**config.mk**
```make
export PLATFORM = sky130hd
export DESIGN_NAME = fir_mac_sequencer_flat
export DESIGN_NICKNAME = d
export VERILOG_FILES = /design/src/rtl/fir_mac_sequencer_pkg.sv /design/src/rtl/fir_mac_sequencer_if.sv /design/src/rtl/fir_mac_sequencer_ctrl_delay.sv /design/src/rtl/fir_mac_sequencer.sv /design/src/flat_wrapper.sv
export SDC_FILE = /design/constraint.sdc
export NUM_CORES = 1
export LEC_CHECK = 0
export CAP_MARGIN = 10
export CORE_UTILIZATION = 47
export DETAILED_ROUTE_END_ITERATION = 6
export PLACE_DENSITY = 0.83
export SYNTH_ARGS = -nofsm -noshare
export SYNTH_HDL_FRONTEND = slang
export SYNTH_SLANG_ARGS = --single-unit
```
**constraint.sdc**
```tcl
create_clock -name clk -period 1.95 [get_ports clk]
set_clock_uncertainty 0.05 [all_clocks]
set_input_delay 0.39 -clock clk [delete_from_list [all_inputs] [get_ports clk]]
set_output_delay 0.39 -clock clk [all_outputs]
set_load 0.02 [all_outputs]
```
**src/rtl/fir_mac_sequencer_pkg.sv**
```systemverilog
// Shared types for the FIR MAC sequencer: FSM state encoding and drain-length helpers.
package fir_seq_pkg;

  typedef enum logic [2:0] {
    CLEAR = 3'd0,
    IDLE  = 3'd1,
    WRITE = 3'd2,
    RUN   = 3'd3,
    DRAIN = 3'd4,
    DONE  = 3'd5
  } seq_state_e;

  // Wide enough for the longest drain (RD_LAT + MAC_LAT = 6)
  localparam int unsigned DRAIN_CW = 3;

  function automatic int unsigned drain_cycles(input int unsigned rd_lat,
                                               input int unsigned mac_lat);
    return rd_lat + mac_lat;
  endfunction

endpackage

```
**src/rtl/fir_mac_sequencer_if.sv**
```systemverilog
// Sample-source / memory-control bundle of the FIR MAC sequencer.
// master = sample source + datapath side, slave = the sequencer.
interface fir_mac_sequencer_if #(
  parameter int unsigned NTAPS  = 16,
  parameter int unsigned DATA_W = 16
);
  localparam int unsigned AW = $clog2(NTAPS);

  logic              sample;
  logic [DATA_W-1:0] xIn;
  logic              wr_en;
  logic [AW-1:0]     wr_addr;
  logic [DATA_W-1:0] wr_data;
  logic              rd_en;
  logic [AW-1:0]     rd_addr;
  logic [AW-1:0]     coef_addr;
  logic              mac_clr;
  logic              mac_en;
  logic              y_strobe;
  logic              busy;
  logic              overrun;

  modport master (
    output sample, xIn,
    input  wr_en, wr_addr, wr_data, rd_en, rd_addr, coef_addr,
    input  mac_clr, mac_en, y_strobe, busy, overrun
  );

  modport slave (
    input  sample, xIn,
    output wr_en, wr_addr, wr_data, rd_en, rd_addr, coef_addr,
    output mac_clr, mac_en, y_strobe, busy, overrun
  );

endinterface

```
**src/rtl/fir_mac_sequencer_ctrl_delay.sv**
```systemverilog
// Parameterised 1-bit shift register with synchronous reset; aligns read strobes to MAC operands.
module fir_ctrl_delay #(
  parameter int unsigned DEPTH = 1
) (
  input  logic clk,
  input  logic reset,
  input  logic d_i,
  output logic q_o
);

  logic [DEPTH-1:0] sr_q;

  always_ff @(posedge clk) begin
    if (reset) begin
      sr_q <= '0;
    end else begin
      sr_q[0] <= d_i;
      for (int i = 1; i < DEPTH; i++) begin
        sr_q[i] <= sr_q[i-1];
      end
    end
  end

  assign q_o = sr_q[DEPTH-1];

endmodule

```
**src/rtl/fir_mac_sequencer.sv**
```systemverilog
// Control sequencer for a time-multiplexed FIR: writes each sample into a circular delay line,
// then walks all taps driving RAM/ROM addresses and MAC controls, and flags the finished output.
module fir_mac_sequencer
  import fir_seq_pkg::*;
#(
  parameter int unsigned NTAPS   = 16,
  parameter int unsigned DATA_W  = 16,
  parameter int unsigned RD_LAT  = 1,
  parameter int unsigned MAC_LAT = 1
) (
  input logic               clk,
  input logic               reset,
  fir_mac_sequencer_if.slave bus
);

  localparam int unsigned AW        = $clog2(NTAPS);
  localparam int unsigned DRAIN_LEN = drain_cycles(RD_LAT, MAC_LAT);
  localparam logic [AW-1:0]       K_LAST  = AW'(NTAPS - 1);
  localparam logic [DRAIN_CW-1:0] DR_LAST = DRAIN_CW'(DRAIN_LEN - 1);

  seq_state_e          state_q, state_d;
  logic [AW-1:0]       k_q, k_d;
  logic [AW-1:0]       wp_q, wp_d;
  logic [DRAIN_CW-1:0] dr_q, dr_d;
  logic [DATA_W-1:0]   x_q, x_d;
  logic                overrun_q, overrun_d;
  logic                rd_en_s, first_tap_s, mac_en_s, mac_clr_s;

  always_ff @(posedge clk) begin
    if (reset) begin
      state_q   <= CLEAR;
      k_q       <= '0;
      wp_q      <= '0;
      dr_q      <= '0;
      x_q       <= '0;
      overrun_q <= 1'b0;
    end else begin
      state_q   <= state_d;
      k_q       <= k_d;
      wp_q      <= wp_d;
      dr_q      <= dr_d;
      x_q       <= x_d;
      overrun_q <= overrun_d;
    end
  end

  always_comb begin
    state_d       = state_q;
    k_d           = k_q;
    wp_d          = wp_q;
    dr_d          = dr_q;
    x_d           = x_q;
    overrun_d     = overrun_q | (bus.sample & (state_q != IDLE));
    rd_en_s       = 1'b0;
    first_tap_s   = 1'b0;
    bus.wr_en     = 1'b0;
    bus.wr_addr   = '0;
    bus.wr_data   = '0;
    bus.rd_addr   = '0;
    bus.coef_addr = '0;
    bus.y_strobe  = 1'b0;
    bus.busy      = (state_q != IDLE);
    bus.mac_en    = 1'b0;
    bus.mac_clr   = 1'b0;
    bus.overrun   = 1'b0;

    case (state_q)
      CLEAR: begin
        // k wraps to 0 on the last clear write, ready for the first RUN
        bus.wr_en   = 1'b1;
        bus.wr_addr = k_q;
        k_d         = k_q + 1'b1;
        if (k_q == K_LAST) state_d = IDLE;
        else               state_d = CLEAR;
      end
      IDLE: begin
        if (bus.sample) begin
          x_d     = bus.xIn;
          state_d = WRITE;
        end else begin
          state_d = IDLE;
        end
      end
      WRITE: begin
        bus.wr_en   = 1'b1;
        bus.wr_addr = wp_q;
        bus.wr_data = x_q;
        k_d         = '0;
        state_d     = RUN;
      end
      RUN: begin
        rd_en_s       = 1'b1;
        first_tap_s   = (k_q == '0);
        bus.rd_addr   = wp_q - k_q;
        bus.coef_addr = k_q;
        k_d           = k_q + 1'b1;
        dr_d          = '0;
        if (k_q == K_LAST) state_d = DRAIN;
        else               state_d = RUN;
      end
      DRAIN: begin
        dr_d = dr_q + 1'b1;
        if (dr_q == DR_LAST) state_d = DONE;
        else                 state_d = DRAIN;
      end
      DONE: begin
        bus.y_strobe = 1'b1;
        wp_d         = wp_q + 1'b1;
        state_d      = IDLE;
      end
      default: begin
        state_d = CLEAR;
      end
    endcase

    // Outputs read as zero for every cycle reset is held
    if (reset) begin
      rd_en_s       = 1'b0;
      first_tap_s   = 1'b0;
      bus.wr_en     = 1'b0;
      bus.wr_addr   = '0;
      bus.rd_addr   = '0;
      bus.coef_addr = '0;
      bus.wr_data   = '0;
      bus.y_strobe  = 1'b0;
      bus.busy      = 1'b0;
    end else begin
      bus.mac_en  = mac_en_s;
      bus.mac_clr = mac_clr_s;
      bus.overrun = overrun_q;
    end
    bus.rd_en = rd_en_s;
  end

  fir_ctrl_delay #(.DEPTH(RD_LAT)) u_mac_en_dly (
    .clk   (clk),
    .reset (reset),
    .d_i   (rd_en_s),
    .q_o   (mac_en_s)
  );

  fir_ctrl_delay #(.DEPTH(RD_LAT)) u_mac_clr_dly (
    .clk   (clk),
    .reset (reset),
    .d_i   (first_tap_s),
    .q_o   (mac_clr_s)
  );

endmodule

```
**src/flat_wrapper.sv**
```systemverilog
// flat-port wrapper written by rule: the top's interface ports become plain ports
module fir_mac_sequencer_flat import fir_seq_pkg::*;
#(
  parameter int unsigned NTAPS   = 16,
  parameter int unsigned DATA_W  = 16,
  parameter int unsigned RD_LAT  = 1,
  parameter int unsigned MAC_LAT = 1
)
  (clk, reset, bus_sample, bus_xIn, bus_wr_en, bus_wr_addr, bus_wr_data, bus_rd_en, bus_rd_addr, bus_coef_addr, bus_mac_clr, bus_mac_en, bus_y_strobe, bus_busy, bus_overrun);
  fir_mac_sequencer_if #(.NTAPS(NTAPS), .DATA_W(DATA_W)) bus_i ();
  input logic clk;
  input logic reset;
  input wire logic [$bits(bus_i.sample)-1:0] bus_sample;
  input wire logic [$bits(bus_i.xIn)-1:0] bus_xIn;
  output wire logic [$bits(bus_i.wr_en)-1:0] bus_wr_en;
  output wire logic [$bits(bus_i.wr_addr)-1:0] bus_wr_addr;
  output wire logic [$bits(bus_i.wr_data)-1:0] bus_wr_data;
  output wire logic [$bits(bus_i.rd_en)-1:0] bus_rd_en;
  output wire logic [$bits(bus_i.rd_addr)-1:0] bus_rd_addr;
  output wire logic [$bits(bus_i.coef_addr)-1:0] bus_coef_addr;
  output wire logic [$bits(bus_i.mac_clr)-1:0] bus_mac_clr;
  output wire logic [$bits(bus_i.mac_en)-1:0] bus_mac_en;
  output wire logic [$bits(bus_i.y_strobe)-1:0] bus_y_strobe;
  output wire logic [$bits(bus_i.busy)-1:0] bus_busy;
  output wire logic [$bits(bus_i.overrun)-1:0] bus_overrun;
  assign bus_i.sample = bus_sample;
  assign bus_i.xIn = bus_xIn;
  assign bus_wr_en = bus_i.wr_en;
  assign bus_wr_addr = bus_i.wr_addr;
  assign bus_wr_data = bus_i.wr_data;
  assign bus_rd_en = bus_i.rd_en;
  assign bus_rd_addr = bus_i.rd_addr;
  assign bus_coef_addr = bus_i.coef_addr;
  assign bus_mac_clr = bus_i.mac_clr;
  assign bus_mac_en = bus_i.mac_en;
  assign bus_y_strobe = bus_i.y_strobe;
  assign bus_busy = bus_i.busy;
  assign bus_overrun = bus_i.overrun;
  fir_mac_sequencer #(.NTAPS(NTAPS), .DATA_W(DATA_W), .RD_LAT(RD_LAT), .MAC_LAT(MAC_LAT)) u_core (.clk(clk), .reset(reset), .bus(bus_i));
endmodule
```
==> results.ini <==
[run_status]
result_of_the_run=complete, but fails checks
violations=setup timing

[detailed_routing]
postRouteWirelength_mm=5.327
detail_route.wl_per_cell_um=14.84
route.detailed.drc=0
num_vias=1868
post_drt_via_cell_ratio=5.203
first_pass_iters=4
ant_nets=0
detailed_route_iter0_violations=109

[floorplanning]
top_level_ports=54
floorplan.die_area_mm2=0.004143
core.rowCount=22
dieHeight_um=64.37
dieWidth_um=64.37
coreArea_mm2=0.003689
floorplan.initialDensity_pct=49.56

[finish]
final_nets=339
fraction_of_final_layout_cells_with_drive_strength_greater_than_1_pct=36.33
fill_cell_count=261
area_delta_synth_final_pct=55.10
fin_area_mm2=0.002835
antenna_cells=0

[placed_design]
worst_slack_after_detailed_placement_ns=-0.7065
routabilityCongestion=0.8134
place_area_mm2=0.002552
post-dp-hpwl_mm=3.098
buffer_ports.inserted=53

[synth]
post_synthesis_cell_count=224
async_set_reset_flop_share_out_of_synthesis_pct=0
ys_ff_latch=33
synth.yosys.seq_area_share_pct=36.14
yosys-top-cells-area=sky130_fd_sc_hd__dfxtp_1 (36%), sky130_fd_sc_hd__a21oi_1 (7.9%), sky130_fd_sc_hd__nand2_1 (7.4%)
synth.distinct_cells=44
synthesis.nets=252
synthMostInstantiatedCell=sky130_fd_sc_hd__nand2_1
synth.yosys.warnings=0
yosys.area.top_type=sky130_fd_sc_hd__dfxtp_1
netlist_area_before_placement_mm2=0.001828
synth_top_flop_cell=sky130_fd_sc_hd__dfxtp_1
synth_edf_count=0
post_synth_most_frequent_cells=sky130_fd_sc_hd__nand2_1 (36), sky130_fd_sc_hd__dfxtp_1 (33), sky130_fd_sc_hd__a21oi_1 (29), sky130_fd_sc_hd__and2_1 (18), sky130_fd_sc_hd__nor2_1 (15)
synthesis.area_per_instance_um2=8.161
synth.top_cell.area_share_pct=36.14

[timing]
final-hold-violation-count=0
finalCritPeriodShare_pct=104.8
number_of_pins_exceeding_their_max_slew_limit_in_the_final_report=0
fin_worst_hold_slack_ns=0.4004
post-route-worst-setup-slack_ns=-0.09372
max_freq_mhz=489.3
slew-limit-headroom_pct=61.62
fin_crit_ns=2.044
rsz_0062_raised_after_global_routing=yes
worstMarginPinSlew_ns=0.5746
setup_viol=2

[power]
worst_vdd_rail_ir_drop_v=0.0003201
power.net_switching_mw=0.3247
power.share.switching_pct=23.57
power_frac_clock_pct=37.9
sequentialPowerShare_pct=49.8
power_frac_comb_pct=12.3
cellInternalPower_mw=1.053
powerDensity_mw_per_mm2=485.9
power_leakage_nw=1.288

[cts]
cts_hold_fix_bufs=0
numCtsBuffers=5
clk_pin_slew_worst_paths_ns=0.07
tritoncts_clock_tree=yes
cts-root-to-sink-buffers=2
clock_latency_ns=0.28
cts.sink_count=33
clk_root_buffer_cell=sky130_fd_sc_hd__clkbuf_8
h-tree-depth=2

[global_routing]
total_global_route_track_usage_pct=26.86
grt_start_max_net_pins=34
initial_antenna_violation_count=0
first_pass_grt_wire_length_mm=8.521
via_count_of_the_first_global_routing_pass=1810
global_route.overflow_total=0

[worst_setup_path]
required_ns=1.51
timing.critical_path.from_type=flop
path_buf_inv=3
slowest_stage=sky130_fd_sc_hd__fa_2
timing.critical_path.max_delay_family=adder cells
crit_top_cell=sky130_fd_sc_hd__inv_2
critical_path.endpoint_type=output pin
critical_path.max_fanout=2
crit_path_cell_trace=inv_2 > ha_4 > inv_2 > fa_2 > and2_4 > buf_6
cp.arrival_ns=1.60
setup.worst_path.class=flop to output pin
timing.critical_path.slowest_cell_delay_ns=0.51

[worst_hold_path]
min-delay-path-class=flop to flop

[job]
max_cap_viol_count=0

[tightest hold or removal path, stage by stage, from the launching register on]
cell and delay [ns]:
sky130_fd_sc_hd__dfxtp_1 0.30, sky130_fd_sc_hd__nand2_1 0.05, sky130_fd_sc_hd__a21oi_1 0.05
[timing repair]
action	CTS	global route
endpoints found under the hold margin	0	0
gates resized for setup	142	37
setup buffers	12	5
cloned	1	0
pin swaps	4	12
setup endpoints to repair	35	26
[final timing paths]
kind                       start  depth (start not counted)  slack (ns)        endpoint
setup / recovery  u_core.wp_q[0]                          6       -0.09  bus_rd_addr[1]
hold / removal     u_core.x_q[0]                          2        0.40   u_core.x_q[0]
setup reg to reg  u_core.wp_q[0]                         13        0.04  u_core.wp_q[0]
hold reg to reg    u_core.x_q[0]                          2        0.40   u_core.x_q[0]
[metrics by stage]
step / instances / setup TNS, ns / total power [mW] / utilization (%)
finish: 359 / -0.1265 / 1.378 / 76.87
global route: 359 / -0.5989 / 1.440 / 76.87
CTS: 356 / -0.2987 / 1.379 / 75.20
detailed placement: 336 / -21.36 / 0.8569 / 69.20
global placement: 336 / -20.60 / 0.8555 / 69.20
floorplan: 224 / 0 / 0.7680 / -
[cells by family (layout without fill, tap and decap cells)]
kind of cell,count (synthesis),count (layout),synth area share (%)
buffers and inverters,28,115,7.186
AOI/OAI and AO/OA,40,40,12.53
xor gates and xnor gates,4,4,1.917
adders and majority gates,9,9,6.571
muxes,6,6,3.286
DFF,33,33,36.14
and+or+nand+nor,104,104,32.38
[power by group through the flow]
| stage | Clock [mW] | Combinational [mW] | Sequential [mW] |
|---|---|---|---|
| CTS | 0.531 | 0.163 | 0.686 |
| global placement | 0 | 0.156 | 0.700 |
| finish | 0.522 | 0.169 | 0.686 |
| floorplan | 0 | 0.0658 | 0.702 |
| detailed placement | 0 | 0.157 | 0.700 |
| global route | 0.571 | 0.183 | 0.686 |
[layout by cell type, fill, tap and decap left out, types with 2 or more instances in the layout]
cell type,n
sky130_fd_sc_hd__xor2_1,2
sky130_fd_sc_hd__nor3b_1,4
sky130_fd_sc_hd__o221a_2,2
sky130_fd_sc_hd__inv_2,5
sky130_fd_sc_hd__nor3_1,3
sky130_fd_sc_hd__a31oi_1,2
sky130_fd_sc_hd__nand2_1,36
sky130_fd_sc_hd__dfxtp_2,7
sky130_fd_sc_hd__nor2_1,15
sky130_fd_sc_hd__clkbuf_2,2
sky130_fd_sc_hd__inv_1,7
sky130_fd_sc_hd__clkdlybuf4s50_1,17
sky130_fd_sc_hd__mux2i_1,6
sky130_fd_sc_hd__nand4b_1,2
sky130_fd_sc_hd__and2_4,10
sky130_fd_sc_hd__buf_4,40
sky130_fd_sc_hd__dlygate4sd2_1,9
sky130_fd_sc_hd__a21oi_1,28
sky130_fd_sc_hd__nor2b_1,4
sky130_fd_sc_hd__buf_2,6
sky130_fd_sc_hd__clkbuf_8,6
sky130_fd_sc_hd__ha_1,6
sky130_fd_sc_hd__nand3_1,3
sky130_fd_sc_hd__o21ai_0,3
sky130_fd_sc_hd__clkdlybuf4s15_2,3
sky130_fd_sc_hd__and2_1,8
sky130_fd_sc_hd__dfxtp_1,25
sky130_fd_sc_hd__and3_1,3
sky130_fd_sc_hd__buf_6,18
sky130_fd_sc_hd__ha_4,2
[registers in the layout, summed over array words and instances, names as in the netlist]
signal,count
u_core.dr_q,3
u_core.u_mac_en_dly.q_o,1
u_core.x_q,16
u_core.wp_q,4
u_core.state_q,3
u_core.u_mac_clr_dly.q_o,1
u_core.overrun_q,1
u_core.k_q,4
[routing by layer]
metal | global-route usage [%] | up-vias | routed length [um]
met5 | 0 | - | 0
met4 | 10.56 | 0 | 110
met3 | 5.714 | 13 | 303
met2 | 47.76 | 71 | 2679
met1 | 30.96 | 856 | 2233
li1 | - | 928 | -
[area by class of cell]
cell class	count	area, um2	share of cell area [%]
flip-flops and latches	33	673.1	23.74
clock buffers	7	86.33	3.045
multi-input cells	163	1117	39.41
inverters	12	45.04	1.589
repair buffers	96	853.3	30.10
well taps	48	60.06	2.118
Note: power is estimated with default switching activity, not from simulation.
